$ cat config.mk
export PLATFORM = sky130hd
export DESIGN_NAME = ifetch_unit
export DESIGN_NICKNAME = d
export VERILOG_FILES = /design/src/rtl/ifetch_unit.sv
export SDC_FILE = /design/constraint.sdc
export NUM_CORES = 1
export LEC_CHECK = 0
export ABC_AREA = 1
export CORE_ASPECT_RATIO = 0.8
export CORE_MARGIN = 2
export CORE_UTILIZATION = 57
export DETAILED_ROUTE_END_ITERATION = 8
export PLACE_DENSITY = 0.9
export SLEW_MARGIN = 30
export SYNTH_ARGS = -nofsm -noshare
export SYNTH_HDL_FRONTEND = slang
export SYNTH_SLANG_ARGS = --single-unit
$ cat constraint.sdc
create_clock -name clk -period 6.6 [get_ports clk]
set_clock_uncertainty 0.1 [all_clocks]
set_input_delay 0.99 -clock clk [delete_from_list [all_inputs] [get_ports clk]]
set_output_delay 0.99 -clock clk [all_outputs]
set_load 0.02 [all_outputs]
$ cat src/rtl/ifetch_unit.sv
// Instruction fetch front end: owns the PC, issues in-order word fetches under a
// credit limit, buffers returned words and applies controller redirects.
module ifetch_unit #(
    parameter int              XLEN      = 32,
    parameter logic [XLEN-1:0] RESET_PC  = 32'h0000_0000,
    parameter int              BUF_DEPTH = 2
) (
    input  logic            clk,
    input  logic            rst_n,
    output logic            imem_req_valid,
    input  logic            imem_req_ready,
    output logic [XLEN-1:0] imem_req_addr,
    input  logic            imem_rsp_valid,
    input  logic [XLEN-1:0] imem_rsp_data,
    output logic            instr_valid,
    input  logic            instr_ready,
    output logic [XLEN-1:0] instr,
    output logic [XLEN-1:0] instr_pc,
    output logic [6:0]      op,
    output logic [2:0]      funct3,
    output logic            funct7,
    input  logic            redirect,
    input  logic [XLEN-1:0] redirect_pc
);

    localparam int AW = $clog2(BUF_DEPTH);
    localparam int CW = AW + 1;
    localparam logic [CW-1:0] DEPTH_C = CW'(BUF_DEPTH);

    typedef enum logic [1:0] {IDLE = 2'd0, RUN = 2'd1, FLUSH = 2'd2} state_t;

    state_t          state;
    logic [XLEN-1:0] fetch_pc;
    logic [CW-1:0]   outstanding;
    logic [CW-1:0]   drop_cnt;
    logic [CW-1:0]   fifo_count;
    logic [AW-1:0]   fifo_rd;
    logic [AW-1:0]   fifo_wr;
    logic [AW-1:0]   pq_rd;
    logic [AW-1:0]   pq_wr;

    logic [XLEN-1:0] fifo_data [BUF_DEPTH];
    logic [XLEN-1:0] fifo_pc   [BUF_DEPTH];
    logic [XLEN-1:0] pq        [BUF_DEPTH];

    logic [CW:0]     credit_use;
    logic            accept;
    logic            rsp_live;
    logic            push;
    logic            pop;
    logic [CW-1:0]   out_next;
    logic [CW-1:0]   drop_next;
    logic [XLEN-1:0] target;

    // Outstanding requests plus buffered words never exceed the FIFO depth,
    // so every response in RUN is guaranteed a slot.
    assign credit_use     = {1'b0, outstanding} + {1'b0, fifo_count};
    assign imem_req_valid = (state == RUN) && (credit_use < {1'b0, DEPTH_C});
    assign imem_req_addr  = fetch_pc;

    assign accept    = imem_req_valid && imem_req_ready;
    assign rsp_live  = imem_rsp_valid && (state == RUN) && (outstanding != '0);
    assign push      = rsp_live && !redirect;
    assign pop       = instr_valid && instr_ready;
    assign out_next  = outstanding + CW'(accept) - CW'(rsp_live);
    assign drop_next = drop_cnt - CW'(imem_rsp_valid && (drop_cnt != '0));
    assign target    = redirect_pc & ~{{(XLEN-2){1'b0}}, 2'b11};

    always_ff @(posedge clk or negedge rst_n) begin
        if (!rst_n) begin
            state       <= IDLE;
            fetch_pc    <= RESET_PC;
            outstanding <= '0;
            drop_cnt    <= '0;
            fifo_count  <= '0;
            fifo_rd     <= '0;
            fifo_wr     <= '0;
            pq_rd       <= '0;
            pq_wr       <= '0;
        end else begin
            case (state)
                IDLE: state <= RUN;
                RUN: begin
                    if (redirect) begin
                        // Anything still in flight, including a request accepted
                        // this cycle, is stale and must be dropped on return.
                        fetch_pc    <= target;
                        outstanding <= '0;
                        drop_cnt    <= out_next;
                        fifo_count  <= '0;
                        fifo_rd     <= '0;
                        fifo_wr     <= '0;
                        pq_rd       <= '0;
                        pq_wr       <= '0;
                        state       <= (out_next != '0) ? FLUSH : RUN;
                    end else begin
                        if (accept) begin
                            fetch_pc <= fetch_pc + XLEN'(4);
                            pq_wr    <= pq_wr + 1'b1;
                        end
                        if (push) begin
                            fifo_wr <= fifo_wr + 1'b1;
                            pq_rd   <= pq_rd + 1'b1;
                        end
                        if (pop) begin
                            fifo_rd <= fifo_rd + 1'b1;
                        end
                        outstanding <= out_next;
                        fifo_count  <= fifo_count + CW'(push) - CW'(pop);
                    end
                end
                FLUSH: begin
                    if (redirect) begin
                        fetch_pc <= target;
                    end
                    drop_cnt <= drop_next;
                    if (drop_next == '0) begin
                        state <= RUN;
                    end
                end
                default: state <= IDLE;
            endcase
        end
    end

    always_ff @(posedge clk) begin
        if (accept) begin
            pq[pq_wr] <= fetch_pc;
        end
        if (push) begin
            fifo_data[fifo_wr] <= imem_rsp_data;
            fifo_pc[fifo_wr]   <= pq[pq_rd];
        end
    end

    assign instr_valid = (fifo_count != '0);
    assign instr       = instr_valid ? fifo_data[fifo_rd] : '0;
    assign instr_pc    = instr_valid ? fifo_pc[fifo_rd] : '0;
    assign op          = instr[6:0];
    assign funct3      = instr[14:12];
    assign funct7      = instr[30];

    assert property (@(posedge clk) disable iff (!rst_n) !(push && (fifo_count == DEPTH_C)));
    assert property (@(posedge clk) disable iff (!rst_n)
        !(imem_rsp_valid && (outstanding == '0) && (drop_cnt == '0)));

endmodule
==> impl.org <==
** Pwr
- Summing internal, switching and leakage power gives ~0.0058 W.
- IR analysis of the VDD net gives a maximum drop of 0.398 mV.
- Summed over all cells, the static leakage comes to 4.80 nW.
- Cell area power density :: about 460 mW/mm²

** Clock tree
- Clock-pin transition on the worst setup and hold timing paths :: approximately 60 ps
- Post-CTS setup buffer count :: 0
- H-tree depth :: 1
- Cell at the root of the clock tree :: sky130_fd_sc_hd__clkbuf_16
- TritonCTS built the clock tree.
- Later-pin clock latency in the skew report :: approximately 510 ps
- The number of clock buffers added by TritonCTS is 23.
- CTS hold repair buffers :: 0
- Total of cells resized after clock tree synthesis :: 0
- The longest clock path from root to sink contains 3 buffers.
- Sinks on Clock Net :: around 230

** STA
- Total negative slack for setup checks :: 0 ps
- Setup violations remaining at the end of the flow were counted as 0.
- At the pin with the least slew margin, the transition time is a little under 900 ps.
- Slew margin rel. :: around two fifths
- Final min period :: 3920 ps
- Setup repair after global routing missed its margin :: no
- Ratio of final minimum period to clock period :: between 50 and 60%
- Maximum clock frequency :: 255 MHz
- Final Hold Fails :: 0
- The final-report max-slew violation count was 0.
- Hold is met by about 380 ps.

** Die
- Total I/O pin count :: approximately 180
- Placement Rows :: 43
- The floorplan step defined a core boundary enclosing 0.0173 mm².
- Vertical die dimension :: ~120 µm
- DIE AREA :: about 0.019 mm²
- The initial utilization of the core area, before any placement, comes to approximately 58%.
- X dimension of the die :: around 150 µm

** Placed design
- Count of buffers inserted at the top-level ports :: about 170
- Placed wire-length estimate :: 14,600 µm
- The congestion estimate from routability-driven global placement came to 0.888.
- Placement-stage cell area :: ~0.012 mm²

** Routing
- The detailed router put a total of around 9900 µm of wire on met1.
- After detailed routing, the average wire length per cell comes to approximately 17 µm.
- In this run the remaining antenna-violating nets after routing total 0.
- Via density :: 5.48
- The pre-antenna-repair detailed-routing pass consisted of 8 iterations.
- For this run, design rule violations remaining after detail routing come to 0.
- Wire segments on met2 add up to 10,800 µm in the final route.
- Highest routing layer actually used :: met4
- Initial DRC Count :: roughly 700
- Summed over all nets, wire length on met3 after detailed routing comes to about 2000 µm.
- Total number of vias :: 7,394
- The routed design has approximately 23,000 µm of wire.

** Worst setup path
- In this run the worst setup path terminates at funct3[1].
- Data arrives at the worst endpoint at about 2800 ps.
- Worst flop-to-flop path startpoint :: state[1]$_DFFE_PN0P_
- Reg-to-Reg End :: fifo_pc[0][21]$_DFFE_PP_
- Launch point of the worst path :: fifo_rd$_DFFE_PN0P_
- STA classifies the critical path endpoint as an output pin.
- Flop2flop setup slack :: roughly 3700 ps
- STA puts the critical path data required time at between 5000 and 6000 ps.
- Start-to-end type of the worst setup path :: reg2out
- Along the worst path, the maximum fanout reaches 35.
- Measured in cells, the most critical reg-to-reg path has a length of 7.
- The worst setup path is launched from a flip-flop.

** Synthesis
- In this run, distinct cell masters in the synthesized netlist total 34.
- The mapped netlist covers 0.00999 mm².
- Count of yosys warnings during synthesis :: 0
- In the synthesized netlist, the number of instances is about 950.
- Flip-flop and latch count after synthesis :: about 230
- The average instance in the mapped netlist occupies 10.5 µm².
- Post-synthesis sequential area ratio :: around two thirds

** Global route
- Wire length of the first global-routing pass :: around 37,000 µm
- For this run, the total global-route usage over all layers was measured as 25.3%.
- Entering global routing, the biggest net connects 65 pins.
- Initial antenna violation count :: 0
- After global routing the overflow that remains totals 0.
- The via count of the first global-routing pass was ~7,200.

** Worst hold path
- Path category of the worst min-delay check :: in2async

** Layout
- Summing all non-filler instances in the final layout gives an area of between 0.01 and 0.015 mm².
- The post-route netlist has under 10% of its cells at a drive strength greater than 1.
- Cells fill 73.6% of the core in the end.
- Final net count :: ~1,200
- Growth of design area from synthesis to finish :: 27.3%
- Layout filler cell count :: 1,121
- 0 antenna diodes ended up in the layout.

** Run
- The tool flagged a number of max-cap violations equal to 0.

** Outcome
- Result of the run :: completed
[placed cells by master (no fill, tap or decap), types with 5 or more instances in the layout]
| cell | netlist | routed |
|---|---|---|
| sky130_fd_sc_hd__nand2_1 | 295 | 295 |
| sky130_fd_sc_hd__edfxtp_1 | 184 | 184 |
| sky130_fd_sc_hd__clkdlybuf4s50_1 | 0 | 171 |
| sky130_fd_sc_hd__nor2_1 | 105 | 99 |
| sky130_fd_sc_hd__a21oi_1 | 74 | 74 |
| sky130_fd_sc_hd__inv_1 | 52 | 52 |
| sky130_fd_sc_hd__dfrtp_1 | 42 | 41 |
| sky130_fd_sc_hd__nand3_1 | 37 | 37 |
| sky130_fd_sc_hd__o21ai_0 | 31 | 31 |
| sky130_fd_sc_hd__mux2_2 | 28 | 28 |
| sky130_fd_sc_hd__clkbuf_16 | 0 | 23 |
| sky130_fd_sc_hd__buf_4 | 18 | 11 |
| sky130_fd_sc_hd__ha_1 | 10 | 10 |
| sky130_fd_sc_hd__bufinv_16 | 0 | 8 |
| sky130_fd_sc_hd__nor2_2 | 2 | 5 |
[Yosys cell counts, drive strengths merged]
library cell,count,area share (%)
fa,1,0.20
dfrtp,42,11
xnor2,4,0.35
o22ai,4,0.25
ha,10,1.3
edfxtp,184,55
a21oi,74,3.7
conb,1,0.038
inv,56,2.1
or2,2,0.13
o21bai,1,0.075
a21boi,1,0.075
o21ai,34,1.7
o21a,1,0.075
a22o,1,0.088
nand4,3,0.19
nand2,295,11
nor3,2,0.10
mux2,30,3.4
buf,29,2.1
xor2,3,0.26
clkinv,1,0.038
clkbuf,21,0.79
nor2,107,4.1
nand3,37,1.9
a211oi,1,0.13
a31oi,2,0.13
[kinds of logic (layout without fill, tap and decap cells)]
family,after synthesis,count (layout),share of synthesized area (%)
adders and majority gates,11,11,1.45
and+or+nand+nor,446,446,17.4
AOI/OAI and AO/OA,119,119,6.23
muxes,30,30,3.38
buffers and inverters,107,281,5.01
DFF,226,226,65.8
other,1,4,0.0375
xor gates and xnor gates,7,7,0.614
[routing by layer]
layer	global-route usage, %	vias up
met5	0	-
met4	8.88	0
met1	35.3	3464
met3	4.24	51
li1	-	3489
met2	41.0	390
[critical path: stages, from the launching register on]
cell,delay (ps)
sky130_fd_sc_hd__dfrtp_2,410
sky130_fd_sc_hd__inv_2,420
sky130_fd_sc_hd__buf_4,440
sky130_fd_sc_hd__nand2_1,120
sky130_fd_sc_hd__a21oi_1,240
sky130_fd_sc_hd__clkdlybuf4s50_1,670
[per-stage QoR]
stage                     instances  worst slack (ps)
after global routing           1349              2490
after global placement         1307              3130
final                          1349              2680
after floorplan                 950              2030
after detailed placement       1307              3060
after CTS                      1349              2600
[cell type report]
type | instances | area (µm²) | share of cell area, %
Inverter | 57 | 214 | 1.68
Sequential cell | 226 | 6580 | 51.8
Clock inverter | 18 | 312 | 2.45
Multi-Input combinational cell | 617 | 2950 | 23.2
Timing Repair Buffer | 182 | 1790 | 14.1
Tap cell | 225 | 282 | 2.22
Clock buffer | 24 | 579 | 4.56
[state kept, by name, indices dropped and copies added (netlist names)]
| signal | flops |
|---|---|
| fifo_data | 64 |
| fifo_pc | 60 |
| pq | 60 |
| imem_req_addr | 30 |
| drop_cnt | 2 |
| fifo_count | 2 |
| outstanding | 2 |
| state | 2 |
| fifo_rd | 1 |
| fifo_wr | 1 |
| pq_rd | 1 |
| pq_wr | 1 |
[power breakdown]
part,switching (W),total [W],internal [W]
Clock,0.000548,0.00151,0.000960
Combinational,0.00127,0.00210,0.000829
Sequential,0.000287,0.00220,0.00191
[worst min-delay path by stage]
| stage | from | to | slack (ps) | cells after the start |
|---|---|---|---|---|
| after floorplan | fifo_wr$_DFFE_PN0P_ | fifo_wr$_DFFE_PN0P_ | 380 | 1 |
| after global placement | pq_rd$_DFFE_PN0P_ | pq_rd$_DFFE_PN0P_ | 420 | 1 |
| after detailed placement | pq[1][29]$_DFFE_PP_ | fifo_pc[0][29]$_DFFE_PP_ | 440 | 1 |
| after CTS | rst_n | imem_req_addr[24]$_DFFE_PN0P_ | 390 | 1 |
| after global routing | rst_n | imem_req_addr[23]$_DFFE_PN0P_ | 430 | 1 |
| final | rst_n | imem_req_addr[25]$_DFFE_PN0P_ | 380 | 1 |
Note: power is estimated with default switching activity, not from simulation.
==> RTL edit: new RTL, config.mk and constraints unchanged <==
`XLEN`: 32 -> 64.
--- a/src/rtl/ifetch_unit.sv
+++ b/src/rtl/ifetch_unit.sv
@@ -1,7 +1,7 @@
 // Instruction fetch front end: owns the PC, issues in-order word fetches under a
 // credit limit, buffers returned words and applies controller redirects.
 module ifetch_unit #(
-    parameter int              XLEN      = 32,
+    parameter int              XLEN      = 64,
     parameter logic [XLEN-1:0] RESET_PC  = 32'h0000_0000,
     parameter int              BUF_DEPTH = 2
 ) (
Interface: changed (5 resized); port bits go from 179 to 339. No check against the original RTL was run, so the function may have changed too.
==> RTL edit against the unedited design <==
  * Register-to-register slack worse by 320 ps
  * Critical path depth unchanged
  * Sequential cell count up 224
  * Synthesized area up 100%
  * Hold slack worse by 36 ps
  * Cell count up 100%
  * First-iteration DRC count up 100%
  * Setup slack worse by 570 ps
  * Combinational power up 110%
  * Highest routed layer is now met5
  * Wire length up 140%
  * Cell area up 98%
  * Total power up 95%
==> RTL edit: results (changes against the unedited design) <==
stage;metric;value;unit;change
finish;fin_nets;2339;;+97%
place;hpwl;36900;um;+150%
finish;clock_buffers;59;;+150%
yosys;synth-async-reset-ratio;16.4;%;-2.1 points
power_and_ir_drop;power_density;450;nW/um^2;-1.4%
drt;detail_route.iter0.violations;1462;;+100%
cts;cts_made_buffers;45;;+96%
drt;wl_per_cell;20.7;um;+20%
finish;diodes;3;;+3
setup_path;crit_fanout;44;;+26%
power_and_ir_drop;ir_worst_vdd;0.339;mV;-15%
die;core.rowCount;61;;+42%
yosys;synth_mux_area_share;3.49;%;+0.11 points
finish;finish.utilization;72.7;%;-0.92 points
global_route;grt_use_met2;49.9;%;+8.9 points
yosys;synthTopCellsByArea;edfxtp_1, nand2_1, dfrtp_1;;
run_status;status;complete, no violations;;
drt;wl_met3;5320;um;+170%
cts;cts-htree-levels;2;;+1
finish;clkCellAreaFrac;5.66;%;-1.3 points
yosys;ys_types;46;;+35%
finish;top_regs;fifo_data (128), fifo_pc (124), pq (124);;
sta;hold_slack;346;ps;-36.2 ps
finish;fill_cells;2309;;+110%
drt;dr.pass1.iters;6;;-2
drt;vias;15300;;+110%
drt;avgViaCountPerCell;5.64;;+2.9%
place;place_area;23700;um^2;+100%
global_route;grt_util_met1;38.7;%;+3.4 points
cts;cts_sinks;450;;+99%
finish;buf_share;14.1;%;about the same
## RTL edit: changes by cell type after synthesis, moves of 8 or more
cell,before,now
a21oi_1,74,154
nor2_4,0,10
nand3_1,37,72
clkbuf_1,21,41
edfxtp_1,184,376
dfrtp_1,42,74
nand2_1,295,581
mux2_2,28,62
o21ai_1,3,19
inv_1,52,108
o22ai_1,4,12
buf_2,7,25
nor2_1,105,201
nand4_1,3,11
## RTL edit: path summary, 6_finish.rpt
| path | start | endpoint | depth (start not counted) |
|---|---|---|---|
| setup / recovery | fifo_rd | instr_pc[13] | 5 |
| hold / removal | rst_n | drop_cnt[0] | 1 |
| setup reg to reg | fifo_count[0] | imem_req_addr[19] | 12 |
| hold reg to reg | pq_rd | pq_rd | 1 |
| max in group asynchronous | rst_n | imem_req_addr[31] | 1 |
| min in group clk | pq_rd | pq_rd | 1 |
## RTL edit: worst max-delay path, stage by stage, from the launching register on
cell and delay, ps:
dfrtp_4 680, inv_4 460, buf_4 590, nand2_1 120, a21oi_1 230, clkdlybuf4s50_1 650
